===== src/rtl/cache_ctrl_pkg.sv =====
// rtl/cache_ctrl_pkg.sv - shared types and lane helpers for the cache miss controller
package cache_ctrl_pkg;

  typedef enum logic [2:0] {
    S_IDLE    = 3'd0,
    S_RD_REQ  = 3'd1,
    S_RD_WAIT = 3'd2,
    S_WR_REQ  = 3'd3,
    S_DONE    = 3'd4
  } state_t;

  localparam logic [1:0] SZ_BYTE = 2'b00;
  localparam logic [1:0] SZ_HALF = 2'b01;
  localparam logic [1:0] SZ_WORD = 2'b10;

  // Byte enables for a store; size 11 falls through to a full word.
  function automatic logic [3:0] lane_strb(input logic [1:0] size, input logic [1:0] addr);
    logic [3:0] strb;
    case (size)
      SZ_BYTE: strb = 4'b0001 << addr;
      SZ_HALF: strb = addr[1] ? 4'b1100 : 4'b0011;
      default: strb = 4'b1111;
    endcase
    return strb;
  endfunction

endpackage


===== src/rtl/store_lane_align.sv =====
// rtl/store_lane_align.sv - store strobe generation and lane replication of right-aligned data
module store_lane_align
  import cache_ctrl_pkg::*;
(
  input  logic [1:0]  i_size,
  input  logic [1:0]  i_addr_lo,
  input  logic [31:0] i_wdata,
  output logic [3:0]  o_strb,
  output logic [31:0] o_wdata
);

  // Replicate the low byte/half across all lanes so any strobe picks the right bytes.
  always_comb begin
    o_strb = lane_strb(i_size, i_addr_lo);
    case (i_size)
      SZ_BYTE: o_wdata = {4{i_wdata[7:0]}};
      SZ_HALF: o_wdata = {2{i_wdata[15:0]}};
      default: o_wdata = i_wdata;
    endcase
  end

endmodule


===== src/rtl/cache_miss_ctrl.sv =====
// rtl/cache_miss_ctrl.sv - CPU/cache/memory sequencer: zero-wait hits, read-miss fill, write-through stores
module cache_miss_ctrl
  import cache_ctrl_pkg::*;
#(
  parameter int ADDR_WIDTH = 32,
  parameter int DATA_WIDTH = 32,
  parameter int CNT_WIDTH  = 32
) (
  input  logic                  clk,
  input  logic                  reset_n,
  input  logic                  cpu_req,
  input  logic                  cpu_we,
  input  logic [1:0]            cpu_size,
  input  logic [ADDR_WIDTH-1:0] cpu_addr,
  input  logic [DATA_WIDTH-1:0] cpu_wdata,
  output logic                  cpu_stall,
  output logic                  cpu_rvalid,
  output logic [DATA_WIDTH-1:0] cpu_rdata,
  input  logic                  cache_hit,
  input  logic [DATA_WIDTH-1:0] cache_rdata,
  output logic                  cache_fill,
  output logic                  cache_wr,
  output logic [ADDR_WIDTH-1:0] cache_addr,
  output logic [DATA_WIDTH-1:0] cache_wdata,
  output logic [3:0]            cache_wstrb,
  output logic                  mem_req,
  output logic                  mem_we,
  output logic [ADDR_WIDTH-1:0] mem_addr,
  output logic [DATA_WIDTH-1:0] mem_wdata,
  output logic [3:0]            mem_wstrb,
  input  logic                  mem_ready,
  input  logic                  mem_rvalid,
  input  logic [DATA_WIDTH-1:0] mem_rdata,
  output logic [CNT_WIDTH-1:0]  miss_count,
  output logic [CNT_WIDTH-1:0]  stall_cycles
);

  localparam logic [CNT_WIDTH-1:0] CNT_ONE = CNT_WIDTH'(1);

  state_t                r_state;
  state_t                w_next;
  logic [ADDR_WIDTH-1:0] r_addr;
  logic                  r_is_load;
  logic                  r_hit;
  logic [3:0]            r_strb;
  logic [DATA_WIDTH-1:0] r_wdata;
  logic [DATA_WIDTH-1:0] r_rdata;
  logic [CNT_WIDTH-1:0]  r_miss_count;
  logic [CNT_WIDTH-1:0]  r_stall_cycles;
  logic [3:0]            w_strb;
  logic [DATA_WIDTH-1:0] w_wdata;
  logic                  w_latch_rd;
  logic                  w_latch_wr;
  logic                  w_rdata_en;
  logic [ADDR_WIDTH-1:0] w_mem_addr;

  store_lane_align u_align (
    .i_size    (cpu_size),
    .i_addr_lo (cpu_addr[1:0]),
    .i_wdata   (cpu_wdata),
    .o_strb    (w_strb),
    .o_wdata   (w_wdata)
  );

  assign w_mem_addr   = {r_addr[ADDR_WIDTH-1:2], 2'b00};
  assign miss_count   = r_miss_count;
  assign stall_cycles = r_stall_cycles;

  // State register.
  always_ff @(posedge clk or negedge reset_n) begin
    if (!reset_n) r_state <= S_IDLE;
    else          r_state <= w_next;
  end

  // Next state and all handshake outputs; everything is held low while in reset.
  always_comb begin
    w_next      = r_state;
    w_latch_rd  = 1'b0;
    w_latch_wr  = 1'b0;
    w_rdata_en  = 1'b0;
    cpu_stall   = 1'b0;
    cpu_rvalid  = 1'b0;
    cpu_rdata   = '0;
    cache_fill  = 1'b0;
    cache_wr    = 1'b0;
    cache_addr  = '0;
    cache_wdata = '0;
    cache_wstrb = 4'b0000;
    mem_req     = 1'b0;
    mem_we      = 1'b0;
    mem_addr    = '0;
    mem_wdata   = '0;
    mem_wstrb   = 4'b0000;
    if (reset_n) begin
      case (r_state)
        S_IDLE: begin
          if (cpu_req) begin
            if (!cpu_we && cache_hit) begin
              cpu_rvalid = 1'b1;
              cpu_rdata  = cache_rdata;
            end else if (!cpu_we) begin
              cpu_stall  = 1'b1;
              w_latch_rd = 1'b1;
              w_next     = S_RD_REQ;
            end else begin
              cpu_stall  = 1'b1;
              w_latch_wr = 1'b1;
              w_next     = S_WR_REQ;
            end
          end
        end
        S_RD_REQ: begin
          cpu_stall = 1'b1;
          mem_req   = 1'b1;
          mem_addr  = w_mem_addr;
          if (mem_ready) w_next = S_RD_WAIT;
        end
        S_RD_WAIT: begin
          cpu_stall = 1'b1;
          if (mem_rvalid) begin
            cache_fill  = 1'b1;
            cache_addr  = r_addr;
            cache_wdata = mem_rdata;
            w_rdata_en  = 1'b1;
            w_next      = S_DONE;
          end
        end
        S_WR_REQ: begin
          cpu_stall = 1'b1;
          mem_req   = 1'b1;
          mem_we    = 1'b1;
          mem_addr  = w_mem_addr;
          mem_wdata = r_wdata;
          mem_wstrb = r_strb;
          if (mem_ready) begin
            cache_wr = r_hit;
            if (r_hit) begin
              cache_addr  = r_addr;
              cache_wdata = r_wdata;
              cache_wstrb = r_strb;
            end
            w_next = S_DONE;
          end
        end
        S_DONE: begin
          cpu_rvalid = r_is_load;
          if (r_is_load) cpu_rdata = r_rdata;
          w_next = S_IDLE;
        end
        default: w_next = S_IDLE;
      endcase
    end
  end

  // Transaction latches and saturating performance counters.
  always_ff @(posedge clk or negedge reset_n) begin
    if (!reset_n) begin
      r_addr         <= '0;
      r_is_load      <= 1'b0;
      r_hit          <= 1'b0;
      r_strb         <= 4'b0000;
      r_wdata        <= '0;
      r_rdata        <= '0;
      r_miss_count   <= '0;
      r_stall_cycles <= '0;
    end else begin
      if (w_latch_rd) begin
        r_addr    <= cpu_addr;
        r_is_load <= 1'b1;
      end
      if (w_latch_wr) begin
        r_addr    <= cpu_addr;
        r_is_load <= 1'b0;
        r_hit     <= cache_hit;
        r_strb    <= w_strb;
        r_wdata   <= w_wdata;
      end
      if (w_rdata_en) r_rdata <= mem_rdata;
      if (w_latch_rd && (r_miss_count != '1)) r_miss_count <= r_miss_count + CNT_ONE;
      if (cpu_stall && (r_stall_cycles != '1)) r_stall_cycles <= r_stall_cycles + CNT_ONE;
    end
  end

endmodule


===== config.mk =====
export PLATFORM = sky130hd
export DESIGN_NAME = cache_miss_ctrl
export DESIGN_NICKNAME = d
export VERILOG_FILES = /design/src/rtl/cache_ctrl_pkg.sv /design/src/rtl/store_lane_align.sv /design/src/rtl/cache_miss_ctrl.sv
export SDC_FILE = /design/constraint.sdc
export NUM_CORES = 1
export LEC_CHECK = 0
export CORE_MARGIN = 2
export CORE_UTILIZATION = 39
export DETAILED_ROUTE_END_ITERATION = 16
export PLACE_DENSITY = 0.77
export REMOVE_ABC_BUFFERS = 1
export SLEW_MARGIN = 40
export SYNTH_ARGS = -nofsm -noshare
export SYNTH_HDL_FRONTEND = slang
export SYNTH_SLANG_ARGS = --single-unit

===== constraint.sdc =====
create_clock -name clk -period 2.4 [get_ports clk]
set_clock_uncertainty 0.15 [all_clocks]
set_input_delay 0.48 -clock clk [delete_from_list [all_inputs] [get_ports clk]]
set_output_delay 0.48 -clock clk [all_outputs]
set_load 0.1 [all_outputs]

==> results_dict.tcl, run 1 <==
set metrics [dict create \
    max-clock-path-buffers 2 \
    io_buffers 372 \
    routed_wire_length_um 41400 \
    synth_sequential_area_ratio_pct 46.8 \
    rsz0062_at_grt "true" \
    clk_pin_slew_ns 0.07 \
    cts_htree_levels 4 \
    min_path_type "in2async" \
    crit_path_start_kind "register" \
    first_global_vias 10200 \
    die_area_mm2 0.0244 \
    io_pins 375 \
    cts_made_buffers 17 \
    critPathCaptureType "output pin" \
    worst_path_dominant_cell_family "simple AND/OR/NAND/NOR gates" \
    initial_utilization_pct 39.8 \
    timing.critical_path.fanout_max 8 \
    max_cap_violations 0 \
    die_h_um 156 \
    arrival_ns 2.19 \
    asyncSetResetFlopFracSynth_pct 100 \
    setup_tns_ns -52.02 \
    setup_ws_ns -0.418 \
    final_area_mm2 0.0179 \
    syn_area_mm2 0.00904 \
    routed_length_per_placed_instance_um 24.6 \
    yosys_most_used_dff "sky130_fd_sc_hd__dfrtp_1" \
    globalRouteTotalUtil_pct 33.1 \
    final_net_count 1522 \
    synth.distinct_cells 54 \
    vdd_drop_max_mv 0.814 \
    tritoncts "built" \
    gp_congestion 0.886 \
    initialDrtViolationCount 539 \
    worst_ep_required_time_ns 1.77 \
    drive_above_1_share_pct 53.8 \
    rows 55 \
    clock_tree.root_cell "sky130_fd_sc_hd__clkbuf_16" \
    drt_pass1_iterations 5 \
    worst_slew_pin_slew_ns 0.756 \
    core_area_mm2 0.0227 \
    cell_area_power_density_mw_per_mm2 910 \
    path_cells "nor2b_4 -> and4_4 -> nor2_4 -> nor2_4 -> buf_12 -> buf_8 -> buf_16 -> and2_4 -> buf_12" \
    violations_in_the_final_reports "negative setup slack" \
    static-leakage-power_nw 7.45 \
    timing_hold_violations_final 0 \
    grt_start_max_net_pins 77 \
    placement.cell_area_mm2 0.0152 \
    synthesis.instances 911 \
    num_vias 9586 \
    outcome "finished with violations" \
    cp_slowest_cell "sky130_fd_sc_hd__dfrtp_1" \
    maxClockFrequency_mhz 355 \
    synth_enable_flop_cells 0 \
    grt_antenna_before_repair 1 \
    drt-vias-per-instance 5.70 \
    worst-path-buf-inv 4 \
    period_minus_slack_ns 2.82 \
    finalCritPeriodShare_pct 117 \
    grt_pass1_wl_um 61500 \
    global_route.overflow_total 0 \
    ant_nets 0 \
    clock_sink_count 169 \
    critical_path_class "reg2out" \
    timing.hold.ws_ns 0.0395 \
    finish.utilization_pct 78.6 \
    preCtsSetupSlack_ns -0.464 \
    most-common-layout-cells "sky130_fd_sc_hd__buf_12, sky130_fd_sc_hd__dfrtp_1, sky130_fd_sc_hd__buf_4, sky130_fd_sc_hd__clkdlybuf4s50_1, sky130_fd_sc_hd__mux2_2" \
    clk_latency_ns 0.43 \
    synth-warning-count 0 \
    critical-path-max-stage-delay_ns 0.42 \
    flip_flop_and_latch_count_after_synthesis 169 \
    setup_viol 170 \
    slew_hr_pct 49.6 \
    syn-mean-instance-area_um2 9.93 \
    dpl.hpwl_um 25000 \
    area_growth_pct 97.4 \
    layout_commonest_cell "sky130_fd_sc_hd__buf_12" \
    report.final.slew_viol_count 0 \
    die_width_um 156 \
    drt_drc_violations_left 0 \
]
==> worst paths after layout <==
kind / slack [ns] / cells past startpoint / start / endpoint
worst max-delay path: -0.42 / 9 / r_state[1] / cache_addr[24]
worst min-delay path: 0.04 / 2 / reset_n / r_hit
worst max register to register: 0.08 / 5 / stall_cycles[10] / stall_cycles[1]
worst min register to register: 0.35 / 1 / stall_cycles[19] / stall_cycles[19]
max in group asynchronous: 0.91 / 3 / reset_n / stall_cycles[19]
min in group clk: 0.32 / 3 / reset_n / r_state[1]
==> cells in the mapped netlist (4+ instances only) <==
cell | number | area share (%)
sky130_fd_sc_hd__a21oi_1 | 12 | 0.66
sky130_fd_sc_hd__a22oi_1 | 64 | 5.3
sky130_fd_sc_hd__and2_1 | 76 | 5.3
sky130_fd_sc_hd__and3_1 | 44 | 3.0
sky130_fd_sc_hd__and4_1 | 7 | 0.68
sky130_fd_sc_hd__buf_2 | 10 | 0.55
sky130_fd_sc_hd__clkbuf_1 | 46 | 1.9
sky130_fd_sc_hd__dfrtp_1 | 169 | 47
sky130_fd_sc_hd__inv_1 | 8 | 0.33
sky130_fd_sc_hd__mux2_2 | 75 | 9.3
sky130_fd_sc_hd__mux2i_1 | 24 | 2.7
sky130_fd_sc_hd__nand2_1 | 61 | 2.5
sky130_fd_sc_hd__nand3_1 | 37 | 2.0
sky130_fd_sc_hd__nand4_1 | 23 | 1.6
sky130_fd_sc_hd__nor2_1 | 95 | 3.9
sky130_fd_sc_hd__nor3_1 | 10 | 0.55
sky130_fd_sc_hd__nor4_1 | 11 | 0.76
sky130_fd_sc_hd__o21ai_0 | 32 | 1.8
sky130_fd_sc_hd__or3_1 | 4 | 0.28
sky130_fd_sc_hd__xnor2_1 | 37 | 3.6
sky130_fd_sc_hd__xor2_1 | 20 | 1.9
==> layer usage <==
metal / GRT usage (%) / vias up / routed length [µm]
li1: - / 4175 / -
met1: 37.4 / 4763 / 14800
met2: 58.4 / 514 / 21100
met3: 9.61 / 134 / 3480
met4: 14.2 / 0 / 1970
met5: 0 / - / 0
==> metrics by stage <==
step                instances  power [mW]
floorplan                 853        8.50
global route             1681        16.8
global placement         1593        11.3
CTS                      1678        15.9
detailed placement       1593        11.4
finish                   1681        16.2
==> cell families after synthesis <==
logic type	after synthesis	synth area share, %
mux	100	12.1
fa+ha+maj	2	0.277
simple gates	390	22.8
other cells	1	0.0415
buf+inv	68	3.13
flops	169	46.8
xor+xnor	57	5.52
compound gates	124	9.34
==> state kept, by name, indices dropped and copies added, names as in the netlist <==
signal / count
miss_count: 32
r_hit: 1
r_addr: 32
stall_cycles: 32
r_rdata: 32
r_state: 3
r_strb: 4
r_is_load: 1
r_wdata: 32
==> timing repair <==
| action | CTS | global route |
|---|---|---|
| setup endpoints to repair | 172 | 273 |
| setup buffers | 33 | 17 |
| hold buffers | 1 | 0 |
| endpoints found under the hold margin | 2 | 0 |
| cloned | 20 | 4 |
| resized for setup | 299 | 56 |
| pin swaps | 98 | 71 |
==> report_power, final <==
part           switching, mW  internal, mW  total [mW]
sequential              1.04          3.82        4.86
clock                   1.26          1.73        3.00
combinational           4.86          3.52        8.38
==> layout make-up <==
class	count	area, µm²
fillers	1235	4860
repair buffers	511	7080
flip-flops and latches	169	4230
clock buffers	20	467
well taps	285	357
diodes	1	2.50
clock inverters	11	159
multi-input cells	675	5520
inverters	9	38.8
No activity file was read; power rests on OpenSTA's default activity.
==> inputs of run 2 (changes only) <==
--- a/config.mk
+++ b/config.mk
@@ -10,6 +10,7 @@
 export DETAILED_ROUTE_END_ITERATION = 16
 export PLACE_DENSITY = 0.77
 export REMOVE_ABC_BUFFERS = 1
+export SETUP_SLACK_MARGIN = 0.3
 export SLEW_MARGIN = 40
 export SYNTH_ARGS = -nofsm -noshare
 export SYNTH_HDL_FRONTEND = slang
==> run 2 against run 1 <==
Against the previous run: the flow still finishes with violations (negative setup slack); cell count up 3.2%; utilization is 6.3 points higher; cell area increased by 8.1%; clock-buffer cell count unchanged; first-iteration DRC count is 35% higher; maximum frequency fell by 2.3%; clock power is 2% higher; flip-flop and latch count stayed put; critical endpoint is now cpu_rdata[22]; largest cell class unchanged; largest power group unchanged.
==> results_dict.tcl, run 2 (same netlist as run 1, synthesis figures left out) <==
set metrics [dict create \
    initial_utilization_pct 39.8 \
    violations_in_the_final_reports "negative setup slack" \
    timing.critical_path.fanout_max 8 \
    arrival_ns 2.25 \
    rows 55 \
    rr_endpoint "miss_count[25]" \
    initialDrtViolationCount 725 \
    die_width_um 156 \
    routed-wl-met3_um 4030 \
    num_vias 10400 \
    final_area_mm2 0.0193 \
    slew_hr_pct 45.4 \
    die_area_mm2 0.0244 \
    io_buffers 372 \
    min_path_type "in2async" \
    drive_above_1_share_pct 58.8 \
    drt_drc_violations_left 0 \
    wirelength_met1_um 17400 \
    dpl.hpwl_um 25000 \
    final_net_count 1573 \
    placement.cell_area_mm2 0.0152 \
    clock_sink_count 169 \
    report.final.slew_viol_count 0 \
    routed-wl-met2_um 24300 \
    number_of_cells_traversed_by_the_worst_register_to_register_path 16 \
    timing_hold_violations_final 0 \
    setup_tns_ns -86.75 \
    layout_commonest_cell "sky130_fd_sc_hd__buf_12" \
    setup_ws_ns -0.484 \
    reg2reg_setup_slack_ns -0.40 \
    routed_length_per_placed_instance_um 28.1 \
    post-place-cells 1593 \
    total_power_mw 17.6 \
    clock_tree.root_cell "sky130_fd_sc_hd__clkbuf_16" \
    clk_pin_slew_ns 0.07 \
    drt-vias-per-instance 6.02 \
    highest_layer "met4" \
    global_route.overflow_total 0 \
    grt_start_max_net_pins 77 \
    period_minus_slack_ns 2.88 \
    io_pins 375 \
    grt_pass1_wl_um 62600 \
    crit_path_start_kind "register" \
    cts_htree_levels 4 \
    grt_antenna_before_repair 2 \
    area_growth_pct 113 \
    max-clock-path-buffers 2 \
    gp_congestion 0.886 \
    finish.utilization_pct 84.9 \
    final.fill_count 996 \
    outcome "finished with violations" \
    critPathLaunch "r_state[0]" \
    clk_latency_ns 0.45 \
    tritoncts "built" \
    ant_nets 0 \
    vdd_drop_max_mv 0.817 \
    static-leakage-power_nw 8.17 \
    max_cap_violations 0 \
    cts_made_buffers 17 \
    die_h_um 156 \
    worst_ep_required_time_ns 1.77 \
    routed_wire_length_um 48700 \
    core_area_mm2 0.0227 \
    globalRouteTotalUtil_pct 33.9 \
    timing.hold.ws_ns 0.0357 \
    critPathCaptureType "output pin" \
    critical_path_class "reg2out" \
    drt_pass1_iterations 5 \
    instances_no_fill 1734 \
    rsz0062_at_grt "true" \
    worstReg2RegStart "r_state[0]" \
    worst_setup_path_endpoint "cpu_rdata[22]" \
    most-common-layout-cells "sky130_fd_sc_hd__buf_12, sky130_fd_sc_hd__dfrtp_1, sky130_fd_sc_hd__buf_4, sky130_fd_sc_hd__clkdlybuf4s50_1, sky130_fd_sc_hd__and2_4" \
    first_global_vias 10300 \
    maxClockFrequency_mhz 347 \
    preCtsSetupSlack_ns -0.464 \
    setup_viol 274 \
    finalCritPeriodShare_pct 120 \
    worst_slew_pin_slew_ns 0.817 \
    cell_area_power_density_mw_per_mm2 912 \
]
-- run 2: changes by cell type in the layout (fill, tap and decap cells not counted), sizes merged --
cell,delta
buf,+44
diode,+2
bufbuf,+1
clkbuf,+6
-- run 2: per-layer routing --
layer,global-route usage [%],vias to the layer above
met5,0,-
met4,16.3,0
met3,9.36,237
met2,58.9,731
met1,38.4,5164
li1,-,4299
-- run 2: how the worst min path moves through the flow --
| stage | to | depth (start not counted) |
|---|---|---|
| after CTS | r_hit | 2 |
| after global routing | r_hit | 2 |
| after detailed placement | r_state[0] | 2 |
| final | r_hit | 2 |
| after floorplan | miss_count[0] | 0 |
| after global placement | r_state[0] | 2 |
-- run 2: power by group --
| part | internal [mW] | total, mW | switching [mW] |
|---|---|---|---|
| clock | 1.74 | 3.05 | 1.31 |
| combinational | 4.27 | 9.62 | 5.35 |
| sequential | 3.82 | 4.93 | 1.11 |
| total | 9.83 | 17.6 | 7.77 |
-- run 2: repair_timing --
| item | in CTS | in global routing |
|---|---|---|
| resized for setup | 320 | 210 |
| gates cloned | 23 | 14 |
| endpoints found under the setup margin | 253 | 336 |
| hold buffers | 1 | 0 |
| hold endpoints to repair | 2 | 0 |
| pin swaps | 107 | 107 |
| buffers inserted | 46 | 23 |
-- run 2: worst max-delay path, stage by stage, from the launching register on --
cell and delay (ns):
sky130_fd_sc_hd__dfrtp_2 0.44, sky130_fd_sc_hd__nor3b_2 0.24, sky130_fd_sc_hd__nor3b_4 0.24, sky130_fd_sc_hd__buf_4 0.14
sky130_fd_sc_hd__buf_6 0.12, sky130_fd_sc_hd__clkbuf_16 0.19, sky130_fd_sc_hd__a22oi_2 0.07, sky130_fd_sc_hd__nor2_2 0.17
sky130_fd_sc_hd__buf_12 0.19
-- run 2: area by class of cell --
type                    count  area (µm²)  share of cell area [%]
diodes                      3        7.51                  0.0389
clock buffers              20         467                    2.42
clock inverters            11         159                   0.824
inverters                   9        38.8                   0.201
multi-input cells         675        6100                    31.6
flip-flops and latches    169        4230                    21.9
well taps                 285         357                    1.85
repair buffers            562        7930                    41.1
